--- src/rtl/prefix_pipe_pkg.sv ---
// Shared constants and types for the pipelined Kogge-Stone adder.
package prefix_pipe_pkg;

  // Operand width; must be a power of two. Prefix depth is log2(WIDTH).
  localparam int WIDTH  = 32;
  localparam int LEVELS = 5;

  // Prefix levels resolved in stage 2 (spans 1, 2, 4); the rest go in stage 3.
  localparam int S2_LEVELS = 3;

  // Generate/propagate pair carried through the prefix tree.
  typedef struct packed {
    logic g;
    logic p;
  } pg_t;

endpackage

--- src/rtl/prefix_cell.sv ---
// Kogge-Stone black cell: combines a higher-order (g,p) pair with a
// lower-order one. Used as a gray cell when p_out is left unused.
module prefix_cell (
  input  logic g_hi,
  input  logic p_hi,
  input  logic g_lo,
  input  logic p_lo,
  output logic g_out,
  output logic p_out
);

  assign g_out = g_hi | (p_hi & g_lo);
  assign p_out = p_hi & p_lo;

endmodule

--- src/rtl/prefix_pipe.sv ---
// 32-bit three-stage pipelined Kogge-Stone adder: {cout, y} = a + b + c0.
// Stage 1 forms bitwise p/g (carry-in folded into bit 0), stage 2 resolves
// prefix spans 1/2/4, stage 3 resolves spans 8/16 and forms the sum.
module prefix_pipe
  import prefix_pipe_pkg::*;
(
  input  logic [WIDTH-1:0] a,
  input  logic [WIDTH-1:0] b,
  input  logic             c0,
  output logic [WIDTH-1:0] y,
  output logic             cout,
  input  logic             clk,
  input  logic             rst
);

  // ---------------- stage 1: bitwise terms ----------------
  logic [WIDTH-1:0] p_in, g_in;
  logic [WIDTH-1:0] p_s1, g_s1;
  logic             c0_s1;

  assign p_in = a ^ b;
  // Folding c0 into bit 0 makes G[i:0] the carry into bit i+1 directly.
  assign g_in = (a & b) | {{(WIDTH-1){1'b0}}, p_in[0] & c0};

  // Stage-1 register: bitwise propagate, folded generate and carry-in.
  always_ff @(posedge clk) begin
    if (rst) begin
      p_s1  <= '0;
      g_s1  <= '0;
      c0_s1 <= 1'b0;
    end else begin
      p_s1  <= p_in;
      g_s1  <= g_in;
      c0_s1 <= c0;
    end
  end

  // ---------------- stage 2: prefix levels 1-3 ----------------
  logic [WIDTH-1:0] g_l1, p_l1, g_l2, p_l2, g_l3, p_l3;

  for (genvar i = 0; i < WIDTH; i++) begin : g_lvl1
    if (i >= 1) begin : g_cell
      prefix_cell u_cell (.g_hi(g_s1[i]), .p_hi(p_s1[i]), .g_lo(g_s1[i-1]), .p_lo(p_s1[i-1]),
                          .g_out(g_l1[i]), .p_out(p_l1[i]));
    end else begin : g_pass
      assign g_l1[i] = g_s1[i];
      assign p_l1[i] = p_s1[i];
    end
  end

  for (genvar i = 0; i < WIDTH; i++) begin : g_lvl2
    if (i >= 2) begin : g_cell
      prefix_cell u_cell (.g_hi(g_l1[i]), .p_hi(p_l1[i]), .g_lo(g_l1[i-2]), .p_lo(p_l1[i-2]),
                          .g_out(g_l2[i]), .p_out(p_l2[i]));
    end else begin : g_pass
      assign g_l2[i] = g_l1[i];
      assign p_l2[i] = p_l1[i];
    end
  end

  for (genvar i = 0; i < WIDTH; i++) begin : g_lvl3
    if (i >= 4) begin : g_cell
      prefix_cell u_cell (.g_hi(g_l2[i]), .p_hi(p_l2[i]), .g_lo(g_l2[i-4]), .p_lo(p_l2[i-4]),
                          .g_out(g_l3[i]), .p_out(p_l3[i]));
    end else begin : g_pass
      assign g_l3[i] = g_l2[i];
      assign p_l3[i] = p_l2[i];
    end
  end

  logic [WIDTH-1:0] gg_s2, gp_s2, p_s2;
  logic             c0_s2;

  // Stage-2 register: partial group G/P plus the bitwise p and c0 needed for the sum.
  always_ff @(posedge clk) begin
    if (rst) begin
      gg_s2 <= '0;
      gp_s2 <= '0;
      p_s2  <= '0;
      c0_s2 <= 1'b0;
    end else begin
      gg_s2 <= g_l3;
      gp_s2 <= p_l3;
      p_s2  <= p_s1;
      c0_s2 <= c0_s1;
    end
  end

  // ---------------- stage 3: prefix levels 4-5 and sum ----------------
  logic [WIDTH-1:0] g_l4, p_l4, g_l5, p_l5;

  for (genvar i = 0; i < WIDTH; i++) begin : g_lvl4
    if (i >= 8) begin : g_cell
      prefix_cell u_cell (.g_hi(gg_s2[i]), .p_hi(gp_s2[i]), .g_lo(gg_s2[i-8]), .p_lo(gp_s2[i-8]),
                          .g_out(g_l4[i]), .p_out(p_l4[i]));
    end else begin : g_pass
      assign g_l4[i] = gg_s2[i];
      assign p_l4[i] = gp_s2[i];
    end
  end

  // Last level only needs group generate; p_l5 is left unused (gray cells).
  for (genvar i = 0; i < WIDTH; i++) begin : g_lvl5
    if (i >= 16) begin : g_cell
      prefix_cell u_cell (.g_hi(g_l4[i]), .p_hi(p_l4[i]), .g_lo(g_l4[i-16]), .p_lo(p_l4[i-16]),
                          .g_out(g_l5[i]), .p_out(p_l5[i]));
    end else begin : g_pass
      assign g_l5[i] = g_l4[i];
      assign p_l5[i] = p_l4[i];
    end
  end

  logic unused_p_l5;
  assign unused_p_l5 = ^p_l5;

  // Carry into bit i is G[i-1:0]; bit 0 takes the raw carry-in.
  logic [WIDTH-1:0] carry;
  assign carry = {g_l5[WIDTH-2:0], c0_s2};

  // Stage-3 register: the only source of the outputs.
  always_ff @(posedge clk) begin
    if (rst) begin
      y    <= '0;
      cout <= 1'b0;
    end else begin
      y    <= p_s2 ^ carry;
      cout <= g_l5[WIDTH-1];
    end
  end

endmodule

--- config.mk ---
export PLATFORM = sky130hd
export DESIGN_NAME = prefix_pipe
export DESIGN_NICKNAME = d
export VERILOG_FILES = /design/src/rtl/prefix_pipe_pkg.sv /design/src/rtl/prefix_cell.sv /design/src/rtl/prefix_pipe.sv
export SDC_FILE = /design/constraint.sdc
export NUM_CORES = 1
export LEC_CHECK = 0
export ABC_AREA = 1
export CAP_MARGIN = 40
export CORE_MARGIN = 10
export CORE_UTILIZATION = 34
export CTS_BUF_LIST = sky130_fd_sc_hd__clkbuf_8
export CTS_CLUSTER_DIAMETER = 80
export DETAILED_ROUTE_END_ITERATION = 7
export PLACE_DENSITY = 0.53
export SLEW_MARGIN = 20
export SYNTH_ARGS = -nofsm -noshare
export SYNTH_HDL_FRONTEND = slang
export SYNTH_SLANG_ARGS = --single-unit
export TNS_END_PERCENT = 20
--- constraint.sdc ---
create_clock -name clk -period 2.45 [get_ports clk]
set_clock_uncertainty 0.1 [all_clocks]
set_input_delay 0.49 -clock clk [delete_from_list [all_inputs] [get_ports clk]]
set_output_delay 0.49 -clock clk [all_outputs]
set_load 0.005 [all_outputs]
==> metrics list <==
* Run status: complete, no violations
- GR Util met3: 0.0402
* Buffering stage count on the worst path with inverters included: 1
- The routed design could run at a clock period as short as 1950 ps.
* Worst-path fanout max: 1
* Total core area: 21100 um2
- The final number of max-transition violations came to 0.
- Count of input and output buffers: 99
* Number of nets in the synthesized netlist: 1081
- Of all cell types, the one taking the most synthesized area is dfxtp_1.
- After clock tree synthesis, the flow added hold-fix buffers numbering 0.
- Entering global routing, the biggest net connects 62 pins.
- The area growth from synthesis to layout is 22.5%.
* Area enclosed by the die boundary: 27800 um2
- The floorplan step set the die height to 167 um.
- The worst hold path was traced through 2 stages.
* Most used routing layer: met2
* Endpoint class of the critical path: output port
- Maximum frequency from static timing analysis: 512 MHz
- The initial utilization of the core area, before any placement, comes to 0.347.
- The number of global-route vias before repair is 5454.
- CP Class: register to output port
- For the worst setup path, the data required time is 1860 ps.
- Detailed router's first-iteration violation count: 276
- In the global route stage, met1 resource usage came out at 0.169.
- In this design, the stage delay of the slowest critical-path cell is 520 ps.
- Origin of the worst min-delay path: rst
- In this run, CTS created clock tree buffers numbering 17.
- In the post-synthesis netlist, the biggest area contributors are dfxtp_1, nand2_1, inv_1.
* Routed vias: 5616
- Setup violations remaining at the end of the flow were counted as 0.
- Remaining antenna violation count after routing: 0
- PostCTS Resize Cnt: 0
* Final GP Congestion: 0.859
- Type of the worst min-delay path: input port to register
* Most used standard cell by instance count after synthesis: nand2_1
* Post-CTS setup buffers: 0
- Detailed placement ended at an HPWL of 13400 um.
- Power spread over the standard cell area amounts to 666 nW/um2.
* Unrepaired setup endpoints after global routing: false
- Type of element launching the critical path: register
- The final layout contains 1182 nets.
- The average instance in the mapped netlist occupies 7.45 um2.
- Clock buffer depth: 2
* Overall global routing resource usage: 0.122
* Register area share after synthesis: 0.512
* DRC violations left: 0
* Cell Chain, Critical Path: clkdlybuf4s50_1
- Fill cells in the final layout number 2185.
- Initial antenna violation count: 0
- After synthesis the netlist holds a flip-flop and latch count of 187.
- The floorplan has 53 rows.
- Cell with the biggest individual delay on the critical path: clkdlybuf4s50_1
* Final Power: 5970 uW
* Predominant post-synthesis flop cell: dfxtp_1
* Leading post-synthesis cells by instance count: nand2_1, inv_1, dfxtp_1, nor2_1, a21oi_1
- Distinct cell type count after synthesis: 21
- The clock tree synthesis step divided the H-tree into 4 levels.
- The first global-routing pass estimated 27600 um of wire.
- After routing the design area is 8960 um2.
* Netlist area before placement: 7310 um2
- The path with the worst hold slack has its endpoint at p_s2[16].
- Met2 track demand over resource: 0.173
- Iteration count of the initial detailed-routing pass: 5
- The synthesized design contains 0 enable-type register cells.
- Grouping stages by cell kind, the critical path spends the most delay in buffers and inverters.
- Routed WL per cell: 12.3 um
- Clock latency on the worst-skew pair: 470 ps
- 0 antenna diodes ended up in the layout.
* Final-report hold violation count: 0
* Worst-margin pin slew: 632 ps
- Detailed Route WL: 16900 um
- The total overflow left after global routing is 0.
- In the finished design, the share of the clock period the worst path needs comes to 0.797.
* Fraction of final layout cells with drive strength greater than 1: 0.0384
- Max-cap violations in this run came to 0.
- Post-placement setup slack: 617 ps
- Counting flops with an async set or reset pin after synthesis yields a share of 0.
- Final worst-path setup slack: 497 ps
- After detailed routing, the number of vias per cell comes to 4.10.
* Share of the synthesized area in the top cell type: 0.512
- Worst r2r path cells: 6
- The worst register-to-register path begins at p_s1[11].
* Slew headroom: 0.579
* Sum of negative setup slack: 0 ps
* Static leakage: 0.00431 uW
- Core utilization of the finished layout: 0.425
- Clk pin slew, worst setup/hold paths: 90 ps
- The floorplan step set the die width to 167 um.
- IR analysis of the VDD net gives a maximum drop of 322 uV.
* FF-to-FF setup slack: 1240 ps
- Synthesis produced 982 cells.
- In this run the critical register-to-register path is captured at gg_s2[12].
- Num ports: 100
- Clock tree from TritonCTS: built
* Area of placed instances: 8540 um2
- Cell chosen for the clock root: clkbuf_8
- Clock net sink count: 187
- Data on the critical path arrives at its endpoint at 1360 ps.
- Yosys printed 0 warnings.
registers in the layout (all words and copies together), names as in the netlist:
name   cells
c0_s1      1
c0_s2      1
cout       1
g_s1      32
gg_s2     32
gp_s2     25
p_s1      32
p_s2      31
y         32
placed cells by master (no fill, tap or decap), types with 3 or more instances in the layout:
| cell type | n |
|---|---|
| xnor2_1 | 9 |
| clkdlybuf4s50_1 | 98 |
| nand3_1 | 39 |
| dfxtp_1 | 187 |
| nor2_1 | 151 |
| o21ai_0 | 19 |
| clkinvlp_4 | 3 |
| nor2_4 | 3 |
| bufinv_16 | 3 |
| nand2_1 | 227 |
| buf_4 | 4 |
| a21oi_1 | 50 |
| nor3_1 | 8 |
| o21ai_1 | 8 |
| ha_1 | 32 |
| clkbuf_8 | 18 |
| inv_1 | 221 |
cells by family after synthesis:
kind of cell             share of synthesized area
AO/OA/AOI/OAI                               0.0549
adder cells (fa/ha/maj)                     0.0547
AND/OR/NAND/NOR                              0.237
buffers and inverters                        0.131
XOR/XNOR                                    0.0108
flip-flops                                   0.512
final cells by class:
| cell class | count | area (um2) | area share |
|---|---|---|---|
| Multi-Input combinational cell | 554 | 2610 | 0.292 |
| Timing Repair Buffer | 102 | 1010 | 0.113 |
| Clock buffer | 18 | 248 | 0.0276 |
| Inverter | 221 | 832 | 0.0929 |
| Clock inverter | 13 | 168 | 0.0187 |
| Tap cell | 275 | 344 | 0.0384 |
| Sequential cell | 187 | 3740 | 0.418 |
per-layer routing:
metal | up-vias | part of all wire
li1 | 3093 | -
met1 | 2384 | 0.51
met2 | 117 | 0.40
met3 | 22 | 0.067
met4 | 0 | 0.020
met5 | - | 0
power by group:
part / leakage [uW] / total (uW) / internal [uW] / switching [uW]
Sequential: 0.00153 / 3290 / 3180 / 111
Combinational: 0.00257 / 545 / 267 / 278
Clock: 0.000205 / 2130 / 1040 / 1090
Total: 0.00431 / 5970 / 4490 / 1480
worst max path at each step:
stage,slack [ps],cells after the start,end,start
6_report,500,1,y[17],y[17]
5_1_grt,450,1,y[17],y[17]
4_1_cts,460,1,y[25],y[25]
3_5_place_dp,620,5,gg_s2[4],rst
3_3_place_gp,640,5,gg_s2[4],rst
2_1_floorplan,1240,4,gg_s2[13],rst
per-stage QoR:
stage,hold WS [ps],instances
after floorplan,288,982
after global placement,294,1339
after detailed placement,294,1339
after CTS,255,1370
after global routing,277,1370
final,284,1370
Note: power is estimated with default switching activity, not from simulation.
==> RTL change 1 (config.mk and constraints unchanged) <==
The package constant `WIDTH` goes from 32 to 16.
--- a/src/rtl/prefix_pipe_pkg.sv
+++ b/src/rtl/prefix_pipe_pkg.sv
@@ -2,7 +2,7 @@
 package prefix_pipe_pkg;
 
   // Operand width; must be a power of two. Prefix depth is log2(WIDTH).
-  localparam int WIDTH  = 32;
+  localparam int WIDTH  = 16;
   localparam int LEVELS = 5;
 
   // Prefix levels resolved in stage 2 (spans 1, 2, 4); the rest go in stage 3.
Interface: changed (resized a, b and y); port bits go from 100 to 52. The function was not compared with the original's and may differ.
==> RTL change 1 against the original RTL <==
  * Wire length fell by 62%
  * Sequential cell count fell by 96
  * Die area fell by 47%
  * First-iteration DRC count fell by 62%
  * Final area fell by 52%
  * Synthesized area fell by 52%
  * Worst setup slack improved by 190 ps
  * Power fell by 52%
==> RTL change 1: results (changes against the original RTL) <==
metric	value	unit	change
outcome	finished clean		unchanged
DR iter-0 viols	106		was 276
synthesized area per cell	7.653	um^2	was 7.449 um^2
Clk. pwr	0.00101	W	was 0.00213 W
DRT Wirelength	6360	um	was 16900 um
diode count	0		unchanged
WL met3	317	um	was 1140 um
Final GP Congestion	0.8104		was 0.8593
Max stage delay on crit path	500	ps	was 520 ps
routed wl met2	2789	um	was 6787 um
Net Count, Synth	505		was 1081
Synth top cells by count	120 x nand2_1, 98 x inv_1, 91 x dfxtp_1, 83 x nor2_1, 16 x ha_1		was 227 x nand2_1, 220 x inv_1, 187 x dfxtp_1, 151 x nor2_1, 50 x a21oi_1
Synth Area in Adders	5.762	%	was 5.474%
post-DR wirelength/cell	9.860	um	was 12.33 um
Leakage	2.094	nW	was 4.306 nW
DP Area	4076	um^2	was 8544 um^2
Port-buffer cells	51		was 99
relative slew slack	71.21	%	was 57.85%
comb pwr	0.000263	W	was 0.000545 W
XOR/XNOR share of the synthesized area	2.269	%	was 1.078%
top cells by area, synth	dfxtp_1 52%, nand2_1 13%, inv_1 11%, nor2_1 9.0%, ha_1 5.8%		was dfxtp_1 51%, nand2_1 12%, inv_1 11%, nor2_1 7.7%, ha_1 5.5%
WP data arrival	1180	ps	was 1360 ps
nets	558		was 1182
WL met1	3122	um	was 8623 um
first-pass GRT wire length	11160	um	was 27610 um
Tot GR Track Use	9.431	%	was 12.23%
via-per-instance ratio	3.902		was 4.099
Pre-antenna DRT Iters	4		was 5
clk_lat worst skew	360	ps	was 470 ps
layout cells sized above 1	3.906	%	was 3.836%
sequential cell area fraction in the yosys report	52.43	%	was 51.18%
vias in the first global route	2534		was 5454
total CTS buffers	9		was 17
Layout fillers	1047		was 2185
pre-CTS setup slack	807.8	ps	was 617.2 ps
H-tree depth reported by CTS	3		was 4
M2 GR Usage	15.10	%	was 17.25%
largest net degree at the start of global routing	73		was 62
maximum vdd ir drop	0.2862	mV	was 0.3221 mV
switching power share of the total	23.65	%	was 24.80%
clk slew on worst S/H paths	90	ps	about the same
Hold WC Path Type	flip-flop to flip-flop		was input port to flip-flop
dpl hpwl	4941	um	was 13380 um
DP Cell Count	629		was 1339
post-synthesis compound-gate area fraction	2.017	%	was 5.491%
grt met1 use	10.96	%	was 16.93%
global routing usage on met3	3.071	%	was 4.024%
Yosys cell types	16		was 21
power share of the clock group	35.1	%	was 35.7%
==> RTL change 1: cell types whose count changed in the layout (fill, tap and decap cells not counted), sizes merged, moves of 16 or more <==
cell,delta
inv,-126
nand2,-108
dfxtp,-96
nor2,-70
clkdlybuf4s50,-48
a21oi,-39
nand3,-38
o21ai,-25
ha,-16
==> RTL change 1: cell type report <==
cell class              count  area (um^2)  share of cell area [%]
flip-flops and latches     91         1822                   42.57
multi-input cells         254         1191                   27.84
repair buffers             52        525.5                   12.28
inverters                  99        371.6                   8.684
well taps                 133        166.4                   3.889
clock buffers              10        137.6                   3.216
clock inverters             6        65.06                   1.520
==> RTL change 1: worst paths after layout <==
kind                to  depth (start not counted)  startpoint  slack (ps)
max               y[7]                          1        y[7]         680
min              c0_s2                          2       c0_s1         310
max reg2reg  gp_s2[12]                          4     p_s1[9]        1310
min reg2reg      c0_s2                          2       c0_s1         310
==> RTL change 2 (same settings) <==
Made on the original files. Reset style: asynchronous (`rst`), changed in 3 clocked blocks.
--- a/src/rtl/prefix_pipe.sv
+++ b/src/rtl/prefix_pipe.sv
@@ -23,7 +23,7 @@
   assign g_in = (a & b) | {{(WIDTH-1){1'b0}}, p_in[0] & c0};
 
   // Stage-1 register: bitwise propagate, folded generate and carry-in.
-  always_ff @(posedge clk) begin
+  always_ff @(posedge clk or posedge rst) begin
     if (rst) begin
       p_s1  <= '0;
       g_s1  <= '0;
@@ -72,7 +72,7 @@
   logic             c0_s2;
 
   // Stage-2 register: partial group G/P plus the bitwise p and c0 needed for the sum.
-  always_ff @(posedge clk) begin
+  always_ff @(posedge clk or posedge rst) begin
     if (rst) begin
       gg_s2 <= '0;
       gp_s2 <= '0;
@@ -118,7 +118,7 @@
   assign carry = {g_l5[WIDTH-2:0], c0_s2};
 
   // Stage-3 register: the only source of the outputs.
-  always_ff @(posedge clk) begin
+  always_ff @(posedge clk or posedge rst) begin
     if (rst) begin
       y    <= '0;
       cout <= 1'b0;
Check against the original RTL: differs if rst is asserted again (counterexample within 4 cycles, from zero or initial values and one cycle with rst high); with rst held inactive, the same outputs for 10 cycles.
==> RTL change 2 against the original RTL <==
  * Wire length decreased by 10%
  * Worst setup slack better by 32 ps
  * Final area grew 2.3%
  * Synthesized area rose by 0.43%
  * Sequential cell count stayed put
  * Combinational power is 70% higher
  * Hold slack worse by 23 ps
  * Power is 7.7% higher
  * Largest cell class unchanged
==> RTL change 2: results (changes against the original RTL) <==
metric	value	unit	change
outcome	finished clean		unchanged
maximum vdd ir drop	0.2892	mV	was 0.3221 mV
DR iter-0 viols	177		was 276
Final GP Congestion	0.7649		was 0.8593
synthesized area per cell	9.628	um^2	was 7.449 um^2
dpl hpwl	12160	um	was 13380 um
sequential cell area fraction in the yosys report	63.70	%	was 51.18%
DRT Wirelength	15190	um	was 16900 um
Comb power frac	14.4	%	was 9.1%
pre-CTS setup slack	796.5	ps	was 617.2 ps
Synth top cells by count	267 x nand2_1, 187 x dfrtp_1, 163 x inv_1, 37 x nor2_1, 32 x ha_1		was 227 x nand2_1, 220 x inv_1, 187 x dfxtp_1, 151 x nor2_1, 50 x a21oi_1
FF-to-FF path depth	4		was 6
Tot GR Track Use	11.36	%	was 12.23%
crit path time final	1921	ps	was 1953 ps
Layout fillers	2069		was 2185
Pre-antenna DRT Iters	4		was 5
FF-to-FF End	gg_s2[28]		was gg_s2[12]
Worst setup endpoint	y[27]		was y[17]
Hold WC Path Type	flip-flop to flip-flop		was input port to flip-flop
Worst R2R Start	p_s1[28]		was p_s1[11]
relative slew slack	66.82	%	was 57.85%
Switching Power	0.001780	W	was 0.001481 W
Multi-input gate area	2047	um^2	was 2614 um^2
Worst setup startpoint	y[27]		was y[17]
power share of the clock group	29.8	%	was 35.7%
Leakage	4.868	nW	was 4.306 nW
Hold Crit Start	c0_s1		was rst
vias	4709		was 5616
largest net degree at the start of global routing	52		was 62
post-DR wirelength/cell	12.91	um	was 12.33 um
RTL change 2: changes by cell type after synthesis, sizes merged, moves of 16 or more:
cell / delta
inv: -56
a21oi: -38
dfxtp: -187
nand3: -19
nand2: +47
xor2: +16
nor2: -111
dfrtp: +187
o21ai: -27
buf: -20
RTL change 2: routing by layer:
| metal | share of wire (%) | wire (um) | vias up | track usage, % |
|---|---|---|---|---|
| met4 | 1.4 | 218 | 0 | 4.124 |
| met1 | 50 | 7597 | 2120 | 15.59 |
| met3 | 4.8 | 733 | 14 | 3.248 |
| met2 | 44 | 6641 | 88 | 16.63 |
| li1 | - | - | 2487 | - |
| met5 | 0 | 0 | - | 0 |
RTL change 2: layout make-up:
class | count | share of cell area (%)
Clock buffer | 19 | 2.853
Clock inverter | 13 | 1.201
Inverter | 165 | 6.798
Multi-Input combinational cell | 411 | 22.33
Sequential cell | 187 | 51.05
Tap cell | 275 | 3.754
Timing Repair Buffer | 107 | 12.01
RTL change 2: kinds of logic (layout without fill, tap and decap cells):
group | after synthesis | in the layout | synth area share (%)
AOI/OAI and AO/OA | 14 | 14 | 0.9879
xor gates and xnor gates | 17 | 17 | 2.027
adders and majority gates | 32 | 32 | 5.450
buffers and inverters | 165 | 304 | 8.431
DFF | 187 | 187 | 63.70
and+or+nand+nor | 348 | 348 | 19.40
RTL change 2: worst min path at each step:
stage	to	cells past startpoint	slack, ps
final	c0_s2	0	260
after global routing	c0_s2	0	270
after CTS	c0_s2	0	260
after detailed placement	c0_s2	0	230
after global placement	c0_s2	0	230
after floorplan	c0_s2	0	230
